===== config.mk =====
export PLATFORM = sky130hd
export DESIGN_NAME = inst_queue
export DESIGN_NICKNAME = d
export VERILOG_FILES = /design/src/rtl/inst_queue.sv
export SDC_FILE = /design/constraint.sdc
export NUM_CORES = 1
export LEC_CHECK = 0
export CELL_PAD_IN_SITES_DETAIL_PLACEMENT = 1
export CELL_PAD_IN_SITES_GLOBAL_PLACEMENT = 2
export CORE_UTILIZATION = 33
export CTS_CLUSTER_SIZE = 12
export DETAILED_ROUTE_END_ITERATION = 8
export PLACE_DENSITY = 0.73
export SETUP_SLACK_MARGIN = 0.1
export SLEW_MARGIN = 10
export SYNTH_ARGS = -nofsm -noshare
export SYNTH_HDL_FRONTEND = slang
export SYNTH_SLANG_ARGS = --single-unit

===== constraint.sdc =====
create_clock -name clk -period 5.6 [get_ports clk]
set_input_delay 0.84 -clock clk [delete_from_list [all_inputs] [get_ports clk]]
set_output_delay 0.84 -clock clk [all_outputs]
set_load 0.01 [all_outputs]

===== src/rtl/inst_queue.sv =====
// Fetch-to-decode instruction queue: DEPTH entries of {inst, pc} with wrap-bit pointers.
// Redirect flush empties the queue; out_* read NOP/0 when empty.
module inst_queue #(
   parameter int DEPTH = 4,
   parameter int PTR_W = 2
) (
   input  logic             clk,
   input  logic             rst,
   input  logic             flush,
   input  logic             in_valid,
   output logic             in_ready,
   input  logic [31:0]      in_inst,
   input  logic [63:0]      in_pc,
   output logic             out_valid,
   input  logic             out_ready,
   output logic [31:0]      out_inst,
   output logic [63:0]      out_pc,
   output logic [PTR_W:0]   count
);

   localparam logic [31:0] NOP_INST = 32'h00000013;

   // Handshake: a side transfers on a rising edge only when its valid and ready are both
   // high and flush is low; in_ready is !full and never looks at out_ready.
   logic [95:0]      r_mem [DEPTH];
   logic [PTR_W:0]   r_rd_ptr;
   logic [PTR_W:0]   r_wr_ptr;

   logic             w_empty;
   logic             w_full;
   logic             w_enq;
   logic             w_deq;
   logic [95:0]      w_head;

   assign w_empty   = (r_rd_ptr == r_wr_ptr);
   assign w_full    = (r_rd_ptr[PTR_W-1:0] == r_wr_ptr[PTR_W-1:0]) &&
                      (r_rd_ptr[PTR_W] != r_wr_ptr[PTR_W]);
   assign in_ready  = !w_full;
   assign out_valid = !w_empty;
   assign w_enq     = in_valid && in_ready && !flush;
   assign w_deq     = out_valid && out_ready && !flush;
   assign count     = r_wr_ptr - r_rd_ptr;

   assign w_head    = r_mem[r_rd_ptr[PTR_W-1:0]];
   assign out_inst  = w_empty ? NOP_INST : w_head[95:64];
   assign out_pc    = w_empty ? 64'h0    : w_head[63:0];

   always_ff @(posedge clk or negedge rst) begin
      if (!rst) begin
         r_rd_ptr <= '0;
         r_wr_ptr <= '0;
      end else if (flush) begin
         r_rd_ptr <= '0;
         r_wr_ptr <= '0;
      end else begin
         if (w_enq) r_wr_ptr <= r_wr_ptr + 1'b1;
         if (w_deq) r_rd_ptr <= r_rd_ptr + 1'b1;
      end
   end

   // Storage is left unreset; stale contents are hidden by the empty mask.
   always_ff @(posedge clk) begin
      if (w_enq) r_mem[r_wr_ptr[PTR_W-1:0]] <= {in_inst, in_pc};
   end

endmodule


# Yosys cells after proc, flatten, opt, wreduce, memory -nomap -nowiden
# Memory sizes are Yosys's and may differ from the RTL's.
# Cells that the tools add are included.
# totals
reg_bits,6
mem_bits_rw,384
in_bits,101
out_inout_bits,101
memories,1
# mem_list
memory,depth,width,read_ports,rd_clocked_by_memory_dff,wr,line,text
r_mem,4,96,1,0,1,25,logic [95:0] r_mem [DEPTH];
# op_classes
add_sub_neg,3
n_eq_ne,3
n_mux,8
n_reduce_logical,10
# ops
cell,n
2-to-1 mux 64 bit,1
2-to-1 mux 32 bit,1
2-to-1 mux 3 bit,4
adder 3 x 1 -> 3 bit (second input constant),2
logical AND 1 bit,5
nonzero test 2 bit,2
equality test 3 bit,1
zero test 1 bit,3
subtractor 3 bit,1
equality test 2 bit,1
2-to-1 mux 1 bit,2
!= test 1 bit,1

# Longest topological paths before layout
# Gate-level depths: netlist of the first run.
# logic_depth
word_depth,7
depth_mapped,11
depth_no_buf,6

# Least setup slack after synthesis of the first run
# OpenSTA, ideal clock, no wires.
# synth_timing
path_type,reg2reg
from,register r_rd_ptr[1]
to,"memory r_mem[0][0], enable pin"
setup_time_ns,0.467
t_arrival_ns,4.099
required_ns,5.133
path_slack_ns,1.034
path_stages_with_launch,9
path_buffers,3
path_cell_list,dfrtp_1 -> buf_2 -> buf_4 -> buf_2 -> inv_1 -> ha_1 -> nand2_1 -> or2_2 -> and4b_1
# synth_via
elab_chain_cells,7
# synth_lines
item,line,text
from (decl),26,logic [PTR_W:0] r_rd_ptr;
from (signal assigned),57,if (w_deq) r_rd_ptr <= r_rd_ptr + 1'b1;
equality test 2 bit,36,assign w_full = (r_rd_ptr[PTR_W-1:0] == r_wr_ptr[PTR_W-1:0]) &&
logical AND 1 bit,36,
zero test 1 bit,38,assign in_ready = !w_full;
named net in_ready,11,"output logic in_ready,"
logical AND 1 bit (2 in a row),40,assign w_enq = in_valid && in_ready && !flush;
2-to-1 mux 1 bit,63,"if (w_enq) r_mem[r_wr_ptr[PTR_W-1:0]] <= {in_inst, in_pc};"
2-to-1 mux 1 bit (implied by the code),63,
to (decl),25,
# The timed path passes the listed nets, and every way through them passes these cells.

# Worst setup path in the final report of the first run
# layout_timing
from,register r_wr_ptr[0]
to,output port out_pc[60]
# layout_via
elab_chain_cells,2
# layout_lines
item,line,text
from (decl),27,logic [PTR_W:0] r_wr_ptr;
from (signal assigned),56,if (w_enq) r_wr_ptr <= r_wr_ptr + 1'b1;
equality test 3 bit,35,assign w_empty = (r_rd_ptr == r_wr_ptr);
2-to-1 mux 64 bit,46,assign out_pc = w_empty ? 64'h0 : w_head[63:0];
to (decl),17,"output logic [63:0] out_pc,"
# Every way passes these cells.

==> results.tsv, run 1 <==
metric	value	unit
numPortBuffers	201	
syn-instance-count	673	
antenna_found_initial	2	
die_area	46600	sq um
finClkSkew	0.0216	ns
end_kind	output port	
die_w	216	um
syn_avg_cell_area	22.4	sq um
yosysTopAreaCell	edfxtp_1	
rr_worst_depth	6	
placementRows	78	
cts_buffers	42	
fin_util	42.0	%
p_sw_share	30.1	%
setup_viol	0	
power.total	10.2	mW
p_sw	3.07	mW
powerDensity	538	nW/um^2
comb_power_share	40.9	%
leakage	5.93	nW
synth_ff_type	edfxtp_1	
syn_to_final_growth	25.9	%
nets	1000	
setup.worst_path.start_class	register	
cts_hold_buf	0	
path_max_fanout	56	
clkTransAtPathRegs	0.06	ns
min_period	4.40	ns
grt_setup_unrepaired	no	
min_path_type	in2async	
synth.top_cells.by_area	edfxtp_1 (76%), mux4_2 (14%), and2_1 (3.9%)	
outcome	completed	
ant_nets	0	
max_freq	227	MHz
ys_top_cells_by_count	edfxtp_1 (384), mux4_2 (96), and2_1 (93), buf_2 (12), buf_6 (10)	
wl	31900	um
placedCellCount	1447	
maxCapViolations	0	
die_h	216	um
finalMaxSlewViolations	0	
cts_tree	done	
p_clk_share	24.3	%
synth_seq_cells	390	
post_cts_resized	0	
place_hpwl	18300	um
slew_headroom	38.9	%
synth_edf_count	384	
critical_path_class	reg2out	
syn_area	15100	sq um
synth.net_count	782	
clkLatencyLatePin	0.56	ns
ir_worst_vdd	299	uV
place.gp.congestion	0.676	
synthArstFlopShare	1.54	%
synth.most_common_cell	edfxtp_1	
initial_core_util	33.4	%
fin_setup_tns	0	ns
cts_sinks	390	
worst_pin_slew	0.916	ns
cts_root_buf	clkbuf_16	
cts_max_level	2	
drc	0	
p_int	7.15	mW
ctsLongestPathBuffers	3	
pin_count	202	
holdWs	0.554	ns
dpl_cell_area	17800	sq um
grt_max_degree	101	
postCtsSetupBuffers	0	
post_drt_via_cell_ratio	4.74	
ys_seq_area_share	77.3	%
power_frac_seq	34.7	%
fin_area	19000	sq um
crit_chain	inv_1 -> ha_1 -> nand2_1 -> nor2b_4 -> inv_2 -> buf_12 -> and2_1 -> clkdlybuf4s50_1	
n_antenna_cell	0	
grt_pass1_wl	48100	um
yosys_warnings	0	
grt_usage	13.9	%
hold_viol	0	
overflow	0	
yosysUniqueCellTypes	38	
synth_top_area_share	76.3	%
wl_per_cell	21.1	um
drt-initial-drc-count	398	
slowest_delay	0.55	ns
core-area	45300	sq um
cp.arrival	3.56	ns
first_global_vias	7886	
dr.pass1.iters	4	
via_count	7187	
setup_ws	1.20	ns
pre_cts_ws	1.67	ns
drive_above_1_share	18.0	%
fin_crit_sh	78.5	%
fin_cells	1517	
cp.required	4.76	ns
crit_slowest_cell	inv_2	
[layout by cell type, fill, tap and decap left out, types with 2 or more instances in the layout]
cell type          n
edfxtp_1         384
clkdlybuf4s50_1  201
mux4_2            96
and2_1            93
clkbuf_16         43
clkbuf_1          14
ha_1               7
clkinv_1           6
buf_12             6
inv_1              5
nand2_1            4
nand3_1            4
clkinv_2           4
dfrtp_1            4
or2_1              3
and3_4             3
nor2_1             3
a31oi_1            3
a21oi_1            3
nor2b_1            2
or4_1              2
nor3b_1            2
nand4b_1           2
clkinv_8           2
buf_4              2
dfrtp_4            2
[layout make-up]
type                       instances  area [sq um]
timing repair buffer             209          2150
sequential                       390         11700
multi-input combinational        242          3190
clock inverter                    13          83.8
inverter                           6          22.5
fill                            4285         26300
tap                              600           751
clock buffer                      57          1130
[kinds of logic (layout without fill, tap and decap cells)]
logic type,after synthesis,count (layout),share of synthesized area (%)
buf+inv,41,285,1.66
xor+xnor,2,2,0.240
simple gates,124,124,5.17
compound gates,11,11,0.505
fa+ha+maj,8,8,0.712
mux,97,97,14.4
flops,390,390,77.3
[power groups by stage]
stage          logic [mW]  registers (mW)  clock network (mW)
2_1_floorplan        2.31            3.61                   0
3_3_place_gp         4.30            3.60                   0
3_5_place_dp         4.31            3.61                   0
4_1_cts              4.33            3.55                2.56
5_1_grt              4.51            3.57                2.66
6_report             4.19            3.55                2.49
[state kept, by name, summed over array words and instances (netlist names)]
register and count:
r_wr_ptr 3, r_mem 384, r_rd_ptr 3
[critical path: cells and delay by family (launching register included)]
family | cells | cell delay, ns
adder cells (fa/ha/maj) | 1 | 0.36
AND/OR/NAND/NOR | 3 | 0.67
flip-flops | 1 | 0.42
buffers and inverters | 4 | 1.53
[per-layer routing]
layer / wire length [um] / part of all wire [%] / up-vias / GRT usage, %
met3: 1530 / 4.8 / 49 / 3.13
met1: 14000 / 44 / 3773 / 17.7
li1: - / - / 3189 / -
met4: 660 / 2.1 / 4 / 4.65
met2: 15700 / 49 / 172 / 23.4
met5: 24 / 0.075 / - / 0
[final timing paths]
kind	from	endpoint	slack, ns
setup reg to reg	r_wr_ptr[0]$_DFFE_PN0P_	r_mem[0][12]$_DFFE_PP_	2.41
max in group asynchronous	rst	r_rd_ptr[1]$_DFFE_PN0P_	4.76
hold / removal	rst	r_wr_ptr[1]$_DFFE_PN0P_	0.55
hold reg to reg	r_wr_ptr[1]$_DFFE_PN0P_	r_wr_ptr[1]$_DFFE_PN0P_	0.65
min in group clk	r_wr_ptr[1]$_DFFE_PN0P_	r_wr_ptr[1]$_DFFE_PN0P_	0.65
setup / recovery	r_wr_ptr[0]$_DFFE_PN0P_	out_pc[60]	1.20
Note: power is estimated with default switching activity, not from simulation.
==> inputs of run 2 (changes only) <==
--- a/config.mk
+++ b/config.mk
@@ -10,7 +10,7 @@
 export CORE_UTILIZATION = 33
 export CTS_CLUSTER_SIZE = 12
 export DETAILED_ROUTE_END_ITERATION = 8
-export PLACE_DENSITY = 0.73
+export PLACE_DENSITY = 0.76
 export SETUP_SLACK_MARGIN = 0.1
 export SLEW_MARGIN = 10
 export SYNTH_ARGS = -nofsm -noshare
==> constraint.sdc (replaced) <==
create_clock -name clk -period 4 [get_ports clk]
set_input_delay 0.6 -clock clk [delete_from_list [all_inputs] [get_ports clk]]
set_output_delay 0.6 -clock clk [all_outputs]
set_load 0.01 [all_outputs]
==> results.tsv, run 2 (synthesis results as in run 1) <==
metric	value	unit	change
placedCellCount	1452		was 1,447
nFillCells	4338		was 4,285
min_path_type	in2async		unchanged
p_sw	4.23	mW	was 3.07 mW
p_sw_share	29.2	%	was 30.1%
fin_crit_sh	90.6	%	
ant_nets	0		unchanged
setup_ws	0.376	ns	was 1.20 ns
setup.worst_path.start_class	register		unchanged
finalMaxSlewViolations	0		unchanged
clkTransAtPathRegs	0.06	ns	about the same
place_hpwl	18100	um	was 18,300 um
max_freq	276	MHz	
cp.arrival	3.02	ns	was 3.56 ns
post_cts_resized	0		unchanged
powerDensity	755	nW/um^2	was 538 nW/um^2
p_int	10.3	mW	was 7.15 mW
comb_power_share	40.4	%	was 40.9%
antenna_found_initial	3		was 2
nets	1006		was 1,000
die_h	216	um	unchanged
fin_setup_tns	0	ns	unchanged
multi_input_area	3190	sq um	unchanged
dr.pass1.iters	4		unchanged
via_count	7206		was 7,187
postCtsSetupBuffers	0		unchanged
hold_viol	0		unchanged
slew_headroom	55.9	%	was 38.9%
fin_util	42.4	%	was 42.0%
end_kind	output port		unchanged
place.gp.congestion	0.691		was 0.676
min_period	3.62	ns	
critPathLaunch	r_rd_ptr[0]$_DFFE_PN0P_		was r_wr_ptr[0]$_DFFE_PN0P_
path_delay_family	buffers and inverters		unchanged
critical_path_class	reg2out		unchanged
holdWs	0.335	ns	was 0.554 ns
cp.required	3.40	ns	was 4.76 ns
setup_viol	0		unchanged
dpl_cell_area	17900	sq um	was 17,800 sq um
cp_num_buf_inv	3		was 4
die_w	216	um	unchanged
cts_sinks	390		unchanged
drt-initial-drc-count	311		was 398
first_global_vias	7965		was 7,886
finClkSkew	0.0104	ns	was 0.0216 ns
placementRows	78		unchanged
p_clk_share	25.3	%	was 24.3%
grt_setup_unrepaired	no		unchanged
ir_worst_vdd	556	uV	was 299 uV
die_area	46600	sq um	unchanged
cts_max_level	2		unchanged
numPortBuffers	201		unchanged
cts_buffers	43		was 42
overflow	0		unchanged
ctsLongestPathBuffers	3		unchanged
crit_slowest_cell	clkdlybuf4s50_1		was inv_2
outcome	completed		unchanged
leakage	6.00	nW	was 5.93 nW
post_drt_via_cell_ratio	4.71		was 4.74
pre_cts_ws	0.937	ns	was 1.67 ns
grt_pass1_wl	47800	um	was 48,100 um
slowest_delay	0.54	ns	was 0.55 ns
cts_hold_buf	0		unchanged
final_cell_mix	edfxtp_1 (384), clkdlybuf4s50_1 (201), mux4_2 (96)		unchanged
r2r_start	r_rd_ptr[0]$_DFFE_PN0P_		was r_wr_ptr[0]$_DFFE_PN0P_
worst_pin_slew	0.661	ns	was 0.916 ns
power.total	14.5	mW	was 10.2 mW
fin_area	19200	sq um	was 19,000 sq um
fin_cells	1529		was 1,517
power_frac_seq	34.3	%	was 34.7%
path_max_fanout	38		was 56
clkLatencyLatePin	0.54	ns	was 0.56 ns
regArea	11700	sq um	unchanged
crit_chain	ha_1 -> nand2_1 -> nor2b_4 -> inv_2 -> buf_4 -> and2_1 -> clkdlybuf4s50_1		was inv_1 -> ha_1 -> nand2_1 -> nor2b_4 -> inv_2 -> buf_12 -> and2_1 -> clkdlybuf4s50_1
wl_per_cell	20.6	um	was 21.1 um
grt_max_degree	100		was 101
cts_root_buf	clkbuf_16		unchanged
pin_count	202		unchanged
syn_to_final_growth	27.2	%	was 25.9%
core-area	45300	sq um	unchanged
cts_tree	done		unchanged
drive_above_1_share	18.8	%	was 18.0%
maxCapViolations	0		unchanged
largest_reg_flops	384		unchanged
grt_usage	13.7	%	was 13.9%
wl	31500	um	was 31,900 um
final_common_cell	edfxtp_1		unchanged
initial_core_util	33.4	%	unchanged
drc	0		unchanged
==> run 2: cell types whose count changed in the layout (fill, tap and decap cells not counted), sizes merged <==
cell      before  now
diode          0    1
clkinvlp       0    2
bufinv         0    3
clkbuf        57   58
buf            8   13
==> run 2: worst reg2reg max path: stages (launching register included) <==
cell and delay, ns:
dfrtp_4 0.51, ha_1 0.38, nand2_1 0.33, or2_2 0.26, and4b_4 0.30, buf_12 0.30
==> run 2: layout make-up <==
cell class / count / area share, %
clock inverter: 18 / 0.860
antenna: 1 / 0.0130
inverter: 6 / 0.117
sequential: 390 / 60.8
timing repair buffer: 214 / 11.8
clock buffer: 58 / 5.89
tap: 600 / 3.91
multi-input combinational: 242 / 16.6
==> run 2: layer usage <==
| layer | wire, um | global-route usage [%] |
|---|---|---|
| met3 | 1660 | 3.37 |
| met2 | 15800 | 23.6 |
| met4 | 614 | 4.51 |
| met1 | 13400 | 16.9 |
| met5 | 16 | 0 |
==> run 2: path summary, 6_finish.rpt <==
kind,to,cells past startpoint,slack [ns]
max,out_inst[9],7,0.38
min,r_wr_ptr[1]$_DFFE_PN0P_,1,0.33
max reg2reg,r_mem[0][37]$_DFFE_PP_,5,1.53
min reg2reg,r_wr_ptr[1]$_DFFE_PN0P_,2,0.64
max in group asynchronous,r_rd_ptr[1]$_DFFE_PN0P_,1,3.37
min in group clk,r_wr_ptr[1]$_DFFE_PN0P_,2,0.64
==> run 2: power groups by stage <==
stage,clock network (mW),logic (mW),registers [mW]
global placement,0,5.98,5.04
floorplan,0,3.23,5.04
finish,3.66,5.86,4.97
global route,3.92,6.30,5.00
detailed placement,0,6.01,5.06
CTS,3.79,6.04,4.98
